## src/rtl/float_argmax_stream.sv

```systemverilog
// float_argmax_stream
//   Streaming argmax over vectors of N IEEE-754 single-precision scores.
//   Scores arrive one per in_valid/in_ready handshake. The unit keeps the
//   running maximum and its position, then holds the winner on
//   out_valid/out_ready until downstream takes it.
//
//   Ordering is the bit-pattern float order: +0 > -0, and ties keep the
//   lowest index. With no macro defined, NaNs get no special treatment.
//
//   Optional feature, macro ARGMAX_NAN_FILTER_EN:
//     - NaN scores are consumed but never become the maximum.
//     - If every score in a vector is NaN, the result is index 0 with
//       value 0x7FC00000.
//
// Ports:
//   clk        clock; every state update happens on the rising edge
//   rst_n      asynchronous active-low reset
//   clear      synchronous abort of the vector being accumulated
//              (ignored while a result is waiting)
//   in_valid   score valid
//   in_ready   unit can accept a score
//   in_data    score, IEEE-754 single
//   out_valid  result valid
//   out_ready  downstream accepts the result
//   out_index  position (0..N-1) of the maximum within the vector
//   out_value  maximum score
//   busy       a vector is partly accumulated, or a result is not yet taken
module float_argmax_stream #(
  parameter int N     = 10,
  parameter int IDX_W = 4
) (
  input  logic             clk,
  input  logic             rst_n,
  input  logic             clear,
  input  logic             in_valid,
  output logic             in_ready,
  input  logic [31:0]      in_data,
  output logic             out_valid,
  input  logic             out_ready,
  output logic [IDX_W-1:0] out_index,
  output logic [31:0]      out_value,
  output logic             busy
);

  localparam int DATA_W = 32;

  typedef enum logic {ACCUM = 1'b0, DONE = 1'b1} state_t;

  state_t            state, state_nxt;
  logic [IDX_W-1:0]  count;
  logic [DATA_W-1:0] max_val;
  logic [IDX_W-1:0]  max_idx;

  logic              accept;
  logic              last;
  logic              take;
  logic [DATA_W-1:0] new_val;
  logic [IDX_W-1:0]  new_idx;
  logic [DATA_W-1:0] fin_val;
  logic [IDX_W-1:0]  fin_idx;

  // A >= B in the float bit-pattern order. Within one sign, bits [30:0]
  // (exponent above mantissa) compare as an unsigned magnitude. For
  // negative numbers the larger magnitude is the smaller value, so the
  // magnitude result is reversed.
  function automatic logic f_ge(input logic [DATA_W-1:0] a,
                                input logic [DATA_W-1:0] b);
    if (a == b)
      return 1'b1;
    else if (a[31] != b[31])
      return ~a[31];
    else if (!a[31])
      return a[30:0] >= b[30:0];
    else
      return b[30:0] >= a[30:0];
  endfunction

`ifdef ARGMAX_NAN_FILTER_EN
  logic have_max;
  logic eff_have;
  logic new_have;
  logic x_nan;

  function automatic logic f_is_nan(input logic [DATA_W-1:0] x);
    return (x[30:23] == 8'hFF) && (x[22:0] != 23'd0);
  endfunction
`endif

  // A score is taken only in ACCUM; clear wins over a coincident handshake.
  assign accept = (state == ACCUM) && in_valid && !clear;
  assign last   = (count == IDX_W'(N - 1));
  assign busy   = (count != '0) || (state == DONE);

  // Running-max candidate for the score currently on in_data.
  always_comb begin
`ifdef ARGMAX_NAN_FILTER_EN
    x_nan    = f_is_nan(in_data);
    // Position 0 starts a new vector, so any earlier maximum is stale.
    eff_have = (count != '0) && have_max;
    take     = !x_nan && (!eff_have || !f_ge(max_val, in_data));
    new_have = eff_have || !x_nan;
`else
    take     = (count == '0) || !f_ge(max_val, in_data);
`endif
    new_val = take ? in_data : max_val;
    new_idx = take ? count   : max_idx;
    fin_val = new_val;
    fin_idx = new_idx;
`ifdef ARGMAX_NAN_FILTER_EN
    if (!new_have) begin
      fin_val = 32'h7FC0_0000;
      fin_idx = '0;
    end
`endif
  end

  // State register
  always_ff @(posedge clk or negedge rst_n) begin
    if (!rst_n) state <= ACCUM;
    else        state <= state_nxt;
  end

  // Next-state logic
  always_comb begin
    state_nxt = state;
    case (state)
      ACCUM: if (accept && last) state_nxt = DONE;
      DONE:  if (out_ready)      state_nxt = ACCUM;
      default: state_nxt = ACCUM;
    endcase
  end

  // Output decode
  always_comb begin
    in_ready  = (state == ACCUM);
    out_valid = (state == DONE);
  end

  // Position counter and the result registers. The result holds until the
  // next vector completes, so it stays visible while the next vector is
  // being accumulated.
  always_ff @(posedge clk or negedge rst_n) begin
    if (!rst_n) begin
      count     <= '0;
      out_index <= '0;
      out_value <= '0;
`ifdef ARGMAX_NAN_FILTER_EN
      have_max  <= 1'b0;
`endif
    end else if (state == ACCUM) begin
      if (clear) begin
        count <= '0;
      end else if (accept) begin
        count <= last ? '0 : count + IDX_W'(1);
`ifdef ARGMAX_NAN_FILTER_EN
        have_max <= new_have;
`endif
        if (last) begin
          out_index <= fin_idx;
          out_value <= fin_val;
        end
      end
    end
  end

  // Running maximum. It is reloaded at position 0, so it needs no reset.
  always_ff @(posedge clk) begin
    if (accept) begin
      max_val <= new_val;
      max_idx <= new_idx;
    end
  end

endmodule

```

## config.mk

```make
export PLATFORM = sky130hd
export DESIGN_NAME = float_argmax_stream
export DESIGN_NICKNAME = d
export VERILOG_FILES = /design/src/rtl/float_argmax_stream.sv
export SDC_FILE = /design/constraint.sdc
export NUM_CORES = 1
export LEC_CHECK = 0
export ABC_AREA = 1
export BUFFER_PORTS_ARGS = -buffer_cell sky130_fd_sc_hd__buf_2
export CORE_AREA = 4 4 99 101
export CTS_BUF_LIST = sky130_fd_sc_hd__clkbuf_16
export DETAILED_ROUTE_END_ITERATION = 8
export DIE_AREA = 0 0 103 105
export HOLD_SLACK_MARGIN = 0.02
export PLACE_DENSITY_LB_ADDON = 0.25
export SLEW_MARGIN = 20
export SYNTH_ARGS = -nofsm -noshare
export SYNTH_HDL_FRONTEND = slang
export SYNTH_SLANG_ARGS = --single-unit
```

## constraint.sdc

```tcl
create_clock -name clk -period 3.7 [get_ports clk]
set_input_delay 0.555 -clock clk [delete_from_list [all_inputs] [get_ports clk]]
set_output_delay 0.555 -clock clk [all_outputs]
set_load 0.005 [all_outputs]
```

# After elaboration in Yosys (flattened, before gate mapping)
# Index checks and enable logic that the tools add are counted.
# totals
ff_bits	77
# op_classes
bitwise	3
n_addsub	1
n_reduce_logical	12
n_eq_ne	3
mux	11
n_lt_le_gt_ge	2
# ops
op	count
$ge A31 B31 Y1	2
$eq A32 B32 Y1	1
$mux W32	1
$mux W4	4
$mux W1	5
$add A4 B1 Y4 const B	1
$eq A4 B4 Y1 const B	1
$logic_not A4 Y1	1
$reduce_and A4 Y1	1
$reduce_bool A4 Y1	1
$logic_and A1 B1 Y1	3
$not A1 Y1	3
$logic_not A1 Y1	2
$logic_or A1 B1 Y1	2
$pmux W1 S2	1
$reduce_and A2 Y1	1
$reduce_bool A2 Y1	1
$ne A1 B1 Y1	1

# Depth between registers and ports, before layout
# depth
word_depth	7
mapped_depth	19
mapped_depth_nobuf	18

# Least setup slack after synthesis
# Ideal clock, no wire load.
# synth_path
path_type	input to register
start	in clear
end	reg max_idx[0], enable pin
arrival_time_ns	3.250
slack_ns	-0.031
setup_time_ns	0.481
required_ns	3.219
stages	1
cell_sequence	nor3_1
# synth_between
elab_chain_len	2
# synth_lines
item	line_no	text
start, declared	34	input logic clear,
$logic_not A1 Y1	90	assign accept = (state == ACCUM) && in_valid && !clear;
$logic_and A1 B1 Y1	90	
end signal, assigned	170	max_idx <= new_idx;
end, declared	52	logic [IDX_W-1:0] max_idx;
# No other way between the ends.
# A chain may end at the register's enable or synchronous reset.

# Worst setup path in the final report
# layout_path
start	reg max_val[26]
end	reg max_val[7] (data pin)
# layout_between
elab_chain_len	7
# layout_lines
item	line_no	text
start, declared	51	logic [DATA_W-1:0] max_val;
start signal, assigned	169	max_val <= new_val;
$ge A31 B31 Y1 (on tied branches)	73, 75	
$mux W1	72	else if (!a[31])
$mux W1	70	else if (a[31] != b[31])
$mux W1 *	68	if (a == b)
$logic_not A1 Y1 *	103	take = (count == '0) || !f_ge(max_val, in_data);
$logic_or A1 B1 Y1 *	103	
$mux W32 *	105	new_val = take ? in_data : max_val;
net fin_val[7]	59	logic [DATA_W-1:0] fin_val;
# Mark *: on every way through the listed nets, which the timed path passes. The rest lies on a longest branch.

==> results.md <==
- CTS Root Buffer Type: clkbuf_16
- Nets@finish: 678
- Max-Cap Viols: 0
- Mux share of post-synthesis cell area: 0%
- VDD IR max: about 0.00026 V
- CTS Buf Count: 9
- Syn Inst Count: 533
- Clock slew at reported path FFs: 0.06 ns
- Cts repair resizes: 0
- Post-synthesis sequential area ratio: 47.1%
- Setup CP Type: flip-flop to flip-flop
- Skew final: 0.00970 ns
- Synth Warn #: 0
- CP Launch Type: flip-flop
- CP arrival: 2.85 ns
- Share of the synthesized area in the top cell type: between 20 and 25%
- Die width: slightly above 100 microns
- Synth Register Bits: 77
- Final hold vios: 0
- Fin area: 5220 sq um
- Core region area: 9020 sq um
- Post-Place Cell Area: 4930 sq um
- H-tree levels: 3
- Inserted Diodes: 0
- Synth unique cells: 25
- Grt total ovfl: 0
- Vias in the first global route: 3704
- GPL Wtd Cong: ~0.80
- Largest net degree at the start of global routing: 42
- DR DRC count: 0
- P per Cell Area: around 420 nW/um^2
- Die area: 10800 sq um
- 1st-iter DRT viols: 158
- Net Switching: 0.588 mW
- Top FF cell, synth: dfrtp_1
- Top post-synthesis cells by count: 147 x nand2_1, 86 x inv_1, 84 x nand3_1, 41 x dfrtp_1, 36 x edfxtp_1
- Final Instance Count excl. Fillers: 723
- First-pass GRT wire length: between 15000 and 20000 microns
- Synth top area cells: edfxtp_1 24%, dfrtp_1 23%, nand2_1 12%
- Clk_lat worst skew: 0.33 ns
- IO Port Bufs: 75
- Worst slack, placed: 0.614 ns
- Outcome: finished clean
- Final Critical Period: 2.77 ns
- Gr usage total: 19.9%
- Syn_nets: 604
- Via count: 3626
- Final setup fails: 0
- TNS Setup: 0 ns
- Headroom to the max-slew limit: 34.8%
- Largest family of logic cells by synthesized area: simple AND/OR/NAND/NOR gates
- Final HPWL DP: 6930 microns
- Element type at the critical path end: flip-flop
- Fmax achieved: 361 MHz
- Initial antenna violation count: 0
- Fraction of registers with async set/reset: 53.2%
- Syn-to-layout area delta: 16.5%
- Avg Inst Size Synth: 8.40 sq um
- Post-synthesis xor/xnor area fraction: 0.391%
- Post-route clock period utilization: 74.9%
- DIE HEIGHT: 105 microns
- Post-synth EDFFs: 36
- Synth Area in Simple Gates: 31.3%
- I/O pin count: 76
- Wire length per cell: 13.8 microns
- Compound-gate portion of the synthesized area: 2.15%
- CTS tree: yes
- Fin. max-slew vios: 0
- Post-CTS Setup Inserts: 0
- Worst hold-check path type: input pin to asynchronous set/reset pin
- Initial Util: about half
- Vias per cell: between 5 and 6
- Reg power frac: between 40% and 50%
- Cell internal pwr: approximately 1.6 mW
- Lkg Pwr: between 2 and 3 nW
- Measured slew at the worst slew-check pin: about 0.98 ns
- RSZ-0062 raised after global routing: no
- Adder-cell share of the synthesized area: 9.50%
- Hold_buf cts: 0
- Count leader, synth: nand2_1
- Critical path data required time: 3.78 ns
- Clock Sinks: 77
- Netlist Area Pre-Place: ~4500 sq um
- Worst-path maximum fanout: 37
- Antenna-violating nets left: 0
- Switch share: 26.7%
- Comb pwr share: 16.9%
- Setup slack after layout: 0.929 ns
- Bufs on Longest Clock Path: 2
- # rows: 35
- Share of layout cells above drive strength 1: a little under a fifth
- Yosys top cell by area: edfxtp_1
- Final wirelength: 9970 microns
- Placed instance count: 707
- DR pass1 iterations: 4
- Power share of the clock group: 38.4%
worst max-delay path: stages (launching register included):
cell	delay, ns
edfxtp_1	0.33
inv_1	0.06
ha_1	0.29
nand2_1	0.07
inv_2	0.06
nand3_1	0.12
nor2_2	0.13
nand2_1	0.06
nor2_1	0.08
nand2_1	0.08
nand2_1	0.06
nand2_1	0.06
nand2_2	0.09
nand2_4	0.25
nand2_4	0.47
nand2_1	0.14
and2_1	0.16
power by group through the flow:
stage | clock network, mW | logic (mW) | registers (mW)
4_1_cts | 0.862 | 0.377 | 0.982
3_5_place_dp | 0 | 0.373 | 0.998
2_1_floorplan | 0 | 0.261 | 0.998
3_3_place_gp | 0 | 0.359 | 0.996
6_report | 0.845 | 0.372 | 0.982
5_1_grt | 0.905 | 0.432 | 0.987
per-layer routing:
layer,GRT usage [%],vias to the layer above,routed length (microns)
met5,0,-,0
li1,-,1843,-
met3,3.74,10,559
met4,6.11,0,104
met2,32.3,88,4730
met1,26.7,1685,4570
worst paths after layout:
check | startpoint | slack [ns] | endpoint | depth (start not counted)
max | max_val[26]$_DFFE_PP_ | 0.93 | max_val[7]$_DFFE_PP_ | 16
min | rst_n | 0.39 | out_valid$_DFF_PN0_ | 1
max in group asynchronous | rst_n | 2.71 | out_value[10]$_DFFE_PN0P_ | 1
min reg2reg | out_value[22]$_DFFE_PN0P_ | 0.47 | out_value[22]$_DFFE_PN0P_ | 2
max reg2reg | max_val[26]$_DFFE_PP_ | 0.93 | max_val[7]$_DFFE_PP_ | 16
min in group clk | out_ready | 0.40 | out_valid$_DFF_PN0_ | 2
cell type report:
class / count / area, sq um
clock buffers: 9 / 225
clock inverters: 7 / 57.6
fillers: 839 / 3810
inverters: 90 / 338
multi-input cells: 351 / 1950
flip-flops and latches: 77 / 2110
well taps: 111 / 139
repair buffers: 78 / 398
registers in the layout, summed over array words and instances (netlist names):
signal     count
out_valid      1
count          4
out_value     32
max_idx        4
max_val       32
out_index      4
kinds of logic (layout without fill, tap and decap cells):
group           Yosys count  count (layout)
simple gates            297             297
buf+inv                 105             184
flops                    77              77
fa+ha+maj                34              34
compound gates           18              18
xor+xnor                  2               2
metrics by stage:
stage / hold WS [ns] / total power [mW] / util, %
final: 0.390 / 2.20 / 57.8
after global routing: 0.411 / 2.32 / 57.8
after CTS: 0.389 / 2.22 / 57.8
after detailed placement: 0.461 / 1.37 / 54.7
after global placement: 0.458 / 1.36 / 54.7
after floorplan: 0.259 / 1.26 / -
cell usage in the layout (no fill, tap or decap):
master,instances
clkbuf_16,9
nand2_2,12
nor4_4,1
nand2_1,147
edfxtp_1,36
bufinv_16,1
nor3_2,2
clkinv_1,3
o21ai_0,4
buf_2,75
clkinv_2,1
inv_2,4
ha_1,34
o22ai_1,1
nor3_4,1
dfrtp_1,41
a21oi_1,11
clkinvlp_4,1
a21o_1,2
nand3_1,84
xor2_1,2
nor2_2,3
inv_1,87
nand2_4,2
nor3_1,1
buf_4,3
and2_1,34
nand4_1,4
nor2_1,6
No activity file was read; power rests on OpenSTA's default activity.
